===== config.mk =====
export PLATFORM = sky130hd
export DESIGN_NAME = burst_mem_arbiter
export DESIGN_NICKNAME = d
export VERILOG_FILES = /design/src/rtl/burst_mem_arbiter.sv
export SDC_FILE = /design/constraint.sdc
export NUM_CORES = 2
export LEC_CHECK = 0
export ABC_AREA = 1
export CAP_MARGIN = 20
export CORE_AREA = 2 2 395 397
export CTS_CLUSTER_SIZE = 10
export DETAILED_ROUTE_END_ITERATION = 8
export DIE_AREA = 0 0 397 399
export GPL_TIMING_DRIVEN = 0
export PLACE_DENSITY_LB_ADDON = 0.3
export SLEW_MARGIN = 25
export SYNTH_ARGS = -nofsm -noshare
export SYNTH_HDL_FRONTEND = slang
export SYNTH_SLANG_ARGS = --single-unit

===== constraint.sdc =====
create_clock -name clk -period 50.9 [get_ports clk]
set_clock_uncertainty 0.15 [all_clocks]
set_input_delay 7.635 -clock clk [delete_from_list [all_inputs] [get_ports clk]]
set_output_delay 7.635 -clock clk [all_outputs]
set_load 0.02 [all_outputs]

===== src/rtl/burst_mem_arbiter.sv =====
// Round-robin arbiter between N cache-line channels and one burst memory port.
// A granted line is split into BURST_LEN beats, lowest beat first. Read beats are
// reassembled into a full line, which is returned with a one-cycle ch_resp pulse.
module burst_mem_arbiter #(
  parameter int unsigned NUM_CH    = 2,
  parameter int unsigned ADDR_W    = 32,
  parameter int unsigned LINE_W    = 256,
  parameter int unsigned BEAT_W    = 64,
  parameter int unsigned BURST_LEN = LINE_W / BEAT_W,
  parameter int unsigned ID_W      = (NUM_CH > 1) ? $clog2(NUM_CH) : 1
) (
  input  logic                       clk,
  input  logic                       rst,
  input  logic [NUM_CH-1:0]          ch_read,
  input  logic [NUM_CH-1:0]          ch_write,
  input  logic [NUM_CH*ADDR_W-1:0]   ch_address,
  input  logic [NUM_CH*LINE_W-1:0]   ch_wdata,
  output logic [LINE_W-1:0]          ch_rdata,
  output logic [NUM_CH-1:0]          ch_resp,
  output logic                       pmem_read,
  output logic                       pmem_write,
  output logic [ADDR_W-1:0]          pmem_address,
  output logic [BEAT_W-1:0]          pmem_wdata,
  input  logic [BEAT_W-1:0]          pmem_rdata,
  input  logic                       pmem_resp,
  output logic                       busy,
  output logic [ID_W-1:0]            grant_id
);

  localparam int unsigned CntW = (BURST_LEN > 1) ? $clog2(BURST_LEN) : 1;
  localparam int unsigned OffW = $clog2(LINE_W / 8);
  localparam logic [ADDR_W-1:0] AddrMask = ~((ADDR_W'(1) << OffW) - ADDR_W'(1));
  localparam logic [CntW-1:0]   LastBeat = CntW'(BURST_LEN - 1);
  localparam logic [ID_W-1:0]   LastCh   = ID_W'(NUM_CH - 1);

  typedef enum logic [1:0] {StIdle, StBurst, StDone} state_e;

  state_e              state_q;
  logic [ID_W-1:0]     rr_q;
  logic [ID_W-1:0]     grant_q;
  logic [CntW-1:0]     beat_q;
  logic [LINE_W-1:0]   line_q;
  logic [LINE_W-1:0]   rdata_q;
  logic [NUM_CH-1:0]   resp_q;
  logic [ADDR_W-1:0]   addr_q;
  logic                pmem_read_q;
  logic                pmem_write_q;
  logic                busy_q;

  logic [NUM_CH-1:0]   req;
  logic                any_req;
  logic                found_hi;
  logic [ID_W-1:0]     pick_hi;
  logic [ID_W-1:0]     pick_lo;
  logic [ID_W-1:0]     pick;
  logic [LINE_W-1:0]   line_fill;
  logic [ID_W-1:0]     rr_next;

  // Round-robin pick: lowest requester at/above rr_q, else lowest requester overall (wrap).
  always_comb begin
    req      = ch_read | ch_write;
    any_req  = |req;
    found_hi = 1'b0;
    pick_hi  = '0;
    pick_lo  = '0;
    for (int i = NUM_CH - 1; i >= 0; i--) begin
      if (req[i]) begin
        pick_lo = ID_W'(i);
        if (i >= int'(rr_q)) begin
          pick_hi  = ID_W'(i);
          found_hi = 1'b1;
        end
      end
    end
    pick = found_hi ? pick_hi : pick_lo;
  end

  // Current line with the incoming read beat merged into slot beat_q.
  always_comb begin
    line_fill = line_q;
    line_fill[beat_q*BEAT_W +: BEAT_W] = pmem_rdata;
  end

  assign rr_next = (grant_q == LastCh) ? '0 : grant_q + 1'b1;

  // Transfer FSM; all outputs registered so an async reset clears them immediately.
  always_ff @(posedge clk or posedge rst) begin
    if (rst) begin
      state_q      <= StIdle;
      rr_q         <= '0;
      grant_q      <= '0;
      beat_q       <= '0;
      line_q       <= '0;
      rdata_q      <= '0;
      resp_q       <= '0;
      addr_q       <= '0;
      pmem_read_q  <= 1'b0;
      pmem_write_q <= 1'b0;
      busy_q       <= 1'b0;
    end else begin
      resp_q <= '0;
      unique case (state_q)
        StIdle: begin
          if (any_req) begin
            grant_q      <= pick;
            // Write wins if a channel illegally raises both.
            pmem_write_q <= ch_write[pick];
            pmem_read_q  <= ~ch_write[pick];
            addr_q       <= ch_address[pick*ADDR_W +: ADDR_W] & AddrMask;
            line_q       <= ch_wdata[pick*LINE_W +: LINE_W];
            beat_q       <= '0;
            busy_q       <= 1'b1;
            state_q      <= StBurst;
          end
        end
        StBurst: begin
          if (pmem_resp) begin
            if (pmem_read_q) begin
              line_q <= line_fill;
            end
            if (beat_q == LastBeat) begin
              beat_q       <= '0;
              pmem_read_q  <= 1'b0;
              pmem_write_q <= 1'b0;
              resp_q       <= NUM_CH'(1) << grant_q;
              if (pmem_read_q) begin
                rdata_q <= line_fill;
              end
              state_q <= StDone;
            end else begin
              beat_q <= beat_q + 1'b1;
            end
          end
        end
        StDone: begin
          rr_q    <= rr_next;
          busy_q  <= 1'b0;
          state_q <= StIdle;
        end
        default: state_q <= StIdle;
      endcase
    end
  end

  assign ch_rdata     = rdata_q;
  assign ch_resp      = resp_q;
  assign pmem_read    = pmem_read_q;
  assign pmem_write   = pmem_write_q;
  assign pmem_address = addr_q;
  assign pmem_wdata   = pmem_write_q ? line_q[beat_q*BEAT_W +: BEAT_W] : '0;
  assign busy         = busy_q;
  assign grant_id     = grant_q;

  // A channel raising read and write together is a requester bug; it is served as a write.
  property p_no_read_and_write;
    @(posedge clk) disable iff (rst) (state_q == StIdle) |-> ((ch_read & ch_write) == '0);
  endproperty
  assert property (p_no_read_and_write)
    else $warning("burst_mem_arbiter: read and write both set on one channel, served as write");

endmodule


-- Word-level counts from Yosys, hierarchy flattened
Cells that the tools add are included.
- bits of input ports: 647
- bits in registers: 550
- logic and storage cells: 77
- output and inout bits: 358
- bitwise logic cells: 2
- add/sub/neg operators: 3
- equality and inequality tests: 7
- shift-type cells: 6
- order comparisons: 2
- reduce and logical (&&, ||, !) cells: 11
- multiplexer cells: 35
- operators with widths (kind ; number):
    256-bit two-way mux ; 3
    256-bit one-hot mux with 2 select lines ; 1
    512-bit by 10-bit variable part select with 256-bit output ; 1
    256-bit bitwise mux ; 1
    64-bit by 34-bit variable shift with 256-bit output, first input constant ; 1
    256-bit by 9-bit variable part select with 64-bit output ; 1
    64-bit by 34-bit variable part select with 256-bit output ; 1
    64-bit two-way mux ; 1
    64-bit by 7-bit variable part select with 32-bit output ; 1
    8-bit negator with 34-bit output ; 1
    2-bit two-way mux ; 9
    1-bit two-way mux ; 15
    4-bit AND reduction ; 3
    2-bit inequality test, second input constant ; 4
    2-bit one-hot mux with 2 select lines ; 2
    1-bit one-hot mux with 2 select lines ; 3
    3-bit AND reduction ; 2
    2-bit equality test, second input constant ; 2
    2-bit AND reduction ; 2
    2-bit nonzero test ; 2
    2-bit by 1-bit adder with 2-bit output, second input constant ; 1
    2-bit by 1-bit equality test with 1-bit output, second input constant ; 1
    2-bit logical NOT ; 1
    1-bit by 2-bit less-than comparator with 1-bit output, second input constant ; 1
    other kinds (6) ; 6

-- Logic depth before layout (Yosys ltp)
- depth in word-level cells: 10
- gate-level depth with buffers: 12
- mapped depth without buffers: 9

-- Least setup slack after synthesis
OpenSTA, ideal clock, no wires.
- path type: reg-to-output
- start point: reg beat_q[0]
- end point: out pmem_wdata[56]
- slack: 41541 ps
- stages on the path, launching flop included: 6
- data required time: 43115 ps
- arrival time: 1574 ps
- path buffers: 2
- cell sequence: dfrtp_1 inv_2 clkbuf_1 clkbuf_1 o21ai_0 a21oi_1
- word-level cells in the longest chain between the ends: 2
- ends and longest elaborated chain (element ; line ; RTL):
    start: declaration ; 41 ; logic [CntW-1:0] beat_q;
    start signal: assignment ; 131 ; beat_q <= beat_q + 1'b1;
    256-bit by 9-bit variable part select with 64-bit output ; 150 ; assign pmem_wdata = pmem_write_q ? line_q[beat_q*BEAT_W +: BEAT_W] : '0;
    64-bit two-way mux ; 150 ;
    end: declaration ; 23 ; output logic [BEAT_W-1:0] pmem_wdata,
No other way between the ends.

-- Final worst setup path
- start point: reg beat_q[0]
- end point: out pmem_wdata[55]
Same word-level chain as after synthesis.

==> impl_metrics.toml <==
[placed_design]
placedCellCount = 7678
placed_area_sq_um = 45300
pre_cts_slack_ns = 39.40
hpwl_mm = 182
io_buffers = 989
gp_congestion = 0.993

[timing]
setup_viol_count_final = 0
drv_slew = 0
tightest_slew_ns = 1.11
hold_viol = 0
tns_ns = 0
min_period_ns = 12.35
post-route-period-util_pct = 24.3
setup_slack_ns = 38.55
relSlewSlack_pct = 26.1
max_freq_mhz = 80.9
worst_hold_slack_ns = 0.321
grt_setup_unrepaired = "no"

[global_routing]
grt_usage_pct = 28.4
grt_overflow = 0
grt_pass1_vias = 38200
grt_max_degree = 86
antenna_found_initial = 33
grt_pass1_wl_mm = 311

[die]
io_pins = 1005
die_area_sq_um = 158000
coreArea_sq_um = 154000
initial_core_util_pct = 21.1
die-height_microns = 399
rows = 144
fp.dieW_microns = 397

[clocking]
cts_tree = "yes"
htreeDepth = 3
cts_buffers = 75
post_cts_resized = 0
cts.reportedPaths.clkPinSlew_ns = 0.05
clock_sinks = 550
hold_buffers = 0
post_cts_buffers = 0
worstSkewPairLatency_ns = 0.73
clockBufferDepth = 3
root_buffer = "clkbuf_16"

[setup_path]
startpoint = "beat_q[0]"
crit_required_ns = 43.12
regToRegSetupSlack_ns = 45.88
arrival_ns = 4.57
start_kind = "flip-flop"
rr_worst_depth = 12
cp-end-kind = "output pin"
crit_path_max_fanout = 10
timing.rr.end = "line_q[10]"
path_class = "flip-flop to output pin"
r2r-start = "beat_q[0]"

[detailed_routing]
totalWireLength_mm = 232
routed_via_density = 5.05
wl_per_cell_microns = 29.6
firstDrtPassIters = 6
first_iter_violations = 4279
ant_nets = 0
route.detailed.drc = 0
via_count = 39500

[yosys]
ys_seq_area_share_pct = 42.5
syn_area_per_cell_sq_um = 7.00
yosys_warnings = 0
synth.distinct_cells = 25
syn_inst = 4624
ys_ff_latch = 550
synth_area_sq_um = 32400

[job]
maxCapViolations = 0

[min_path]
min_from = "ch_rdata[209]"
hp-class = "flip-flop to flip-flop"
whs_endpoint = "ch_rdata[209]"
holdPathStages = 2

[power]
vdd_ir_drop_max_mv = 0.0458
power.total_mw = 3.46
p_leak_nw = 21.1
power_density_nw_per_um2 = 72.4

[final_layout]
layout-drive-gt1-share_pct = 5.69
stdcell_count = 7821
nets = 6364
area_delta_synth_final_pct = 47.6
design_area_sq_um = 47800
final_util_pct = 31.1

[run_status]
status = "finished, final reports clean"
## synth_stat cells (all sizes together)
cell    number  share of area (%)
a21boi      34               0.79
inv         59               0.68
nor2       327                3.9
a21oi      117                1.8
buf        189                2.9
ha           6               0.23
o21a       188                4.4
conb         1              0.012
clkbuf     203                2.4
nand3b      64                1.5
nand2     1464                 17
nor3         1              0.031
nand3     1247                 19
dfrtp      550                 43
o211ai       1              0.023
o21ai      173                2.7
## worst max-delay path by stage
| stage | cells after the start | to |
|---|---|---|
| floorplan | 1 | beat_q[0] |
| global placement | 2 | ch_rdata[163] |
| detailed placement | 8 | pmem_wdata[55] |
| CTS | 8 | pmem_wdata[55] |
| global route | 8 | pmem_wdata[55] |
| finish | 8 | pmem_wdata[55] |
## worst max-delay path, stage by stage, from the launching register on
cell,delay (ns)
dfrtp_1,0.49
buf_2,0.74
buf_2,0.65
buf_2,0.38
nor2_1,0.12
nor2_1,0.14
o21ai_0,0.11
a21oi_1,0.46
clkdlybuf4s50_1,0.72
## final cells by class
cell class / instances / area, sq um
Inverter: 59 / 229
Clock inverter: 23 / 305
Buffer: 392 / 1720
Clock buffer: 109 / 2110
Tap cell: 2044 / 2560
Timing Repair Buffer: 1006 / 10300
Antenna cell: 11 / 27.5
Multi-Input combinational cell: 3627 / 16700
Sequential cell: 550 / 13800
Fill cell: 16600 / 106000
## state kept, by name, summed over array words and instances (netlist names)
register and flops:
beat_q 2, busy 1, ch_rdata 256, ch_resp 2
grant_id 1, line_q 256, pmem_address 27, pmem_read 1
pmem_write 1, rr_q 1, state_q 2
## kinds of logic after synthesis
group / Yosys count / share of synthesized area [%]
other cells: 1 / 0.0116
buf+inv: 451 / 5.91
compound gates: 513 / 9.65
simple gates: 3103 / 41.7
fa+ha+maj: 6 / 0.232
flops: 550 / 42.5
## layer usage
layer / global-route usage (%) / wire length [microns] / vias to the layer above
met5: 0 / 139 / -
met4: 11.6 / 9880 / 22
met3: 7.72 / 21700 / 353
met2: 46.5 / 108000 / 2063
met1: 35.1 / 92300 / 19400
li1: - / - / 17700
## power breakdown
part	switching [mW]	internal (mW)
clock	0.236	0.303
sequential	0.173	0.646
combinational	1.43	0.677
## layout by cell type (no fill, tap or decap), types with 24 or more instances in the layout
| cell | synthesis | routed |
|---|---|---|
| nand2_1 | 1464 | 1463 |
| buf_2 | 158 | 157 |
| clkbuf_1 | 203 | 212 |
| nor2_1 | 323 | 321 |
| o21ai_0 | 138 | 138 |
| a21oi_1 | 117 | 117 |
| inv_1 | 47 | 46 |
| buf_1 | 25 | 24 |
| o21a_1 | 188 | 188 |
| o21ai_1 | 35 | 35 |
| clkbuf_16 | 0 | 75 |
| clkdlybuf4s50_1 | 0 | 989 |
| dfrtp_1 | 550 | 550 |
| nand3b_1 | 64 | 64 |
| nand3_1 | 1245 | 1245 |
Note: power is estimated with default switching activity, not from simulation.
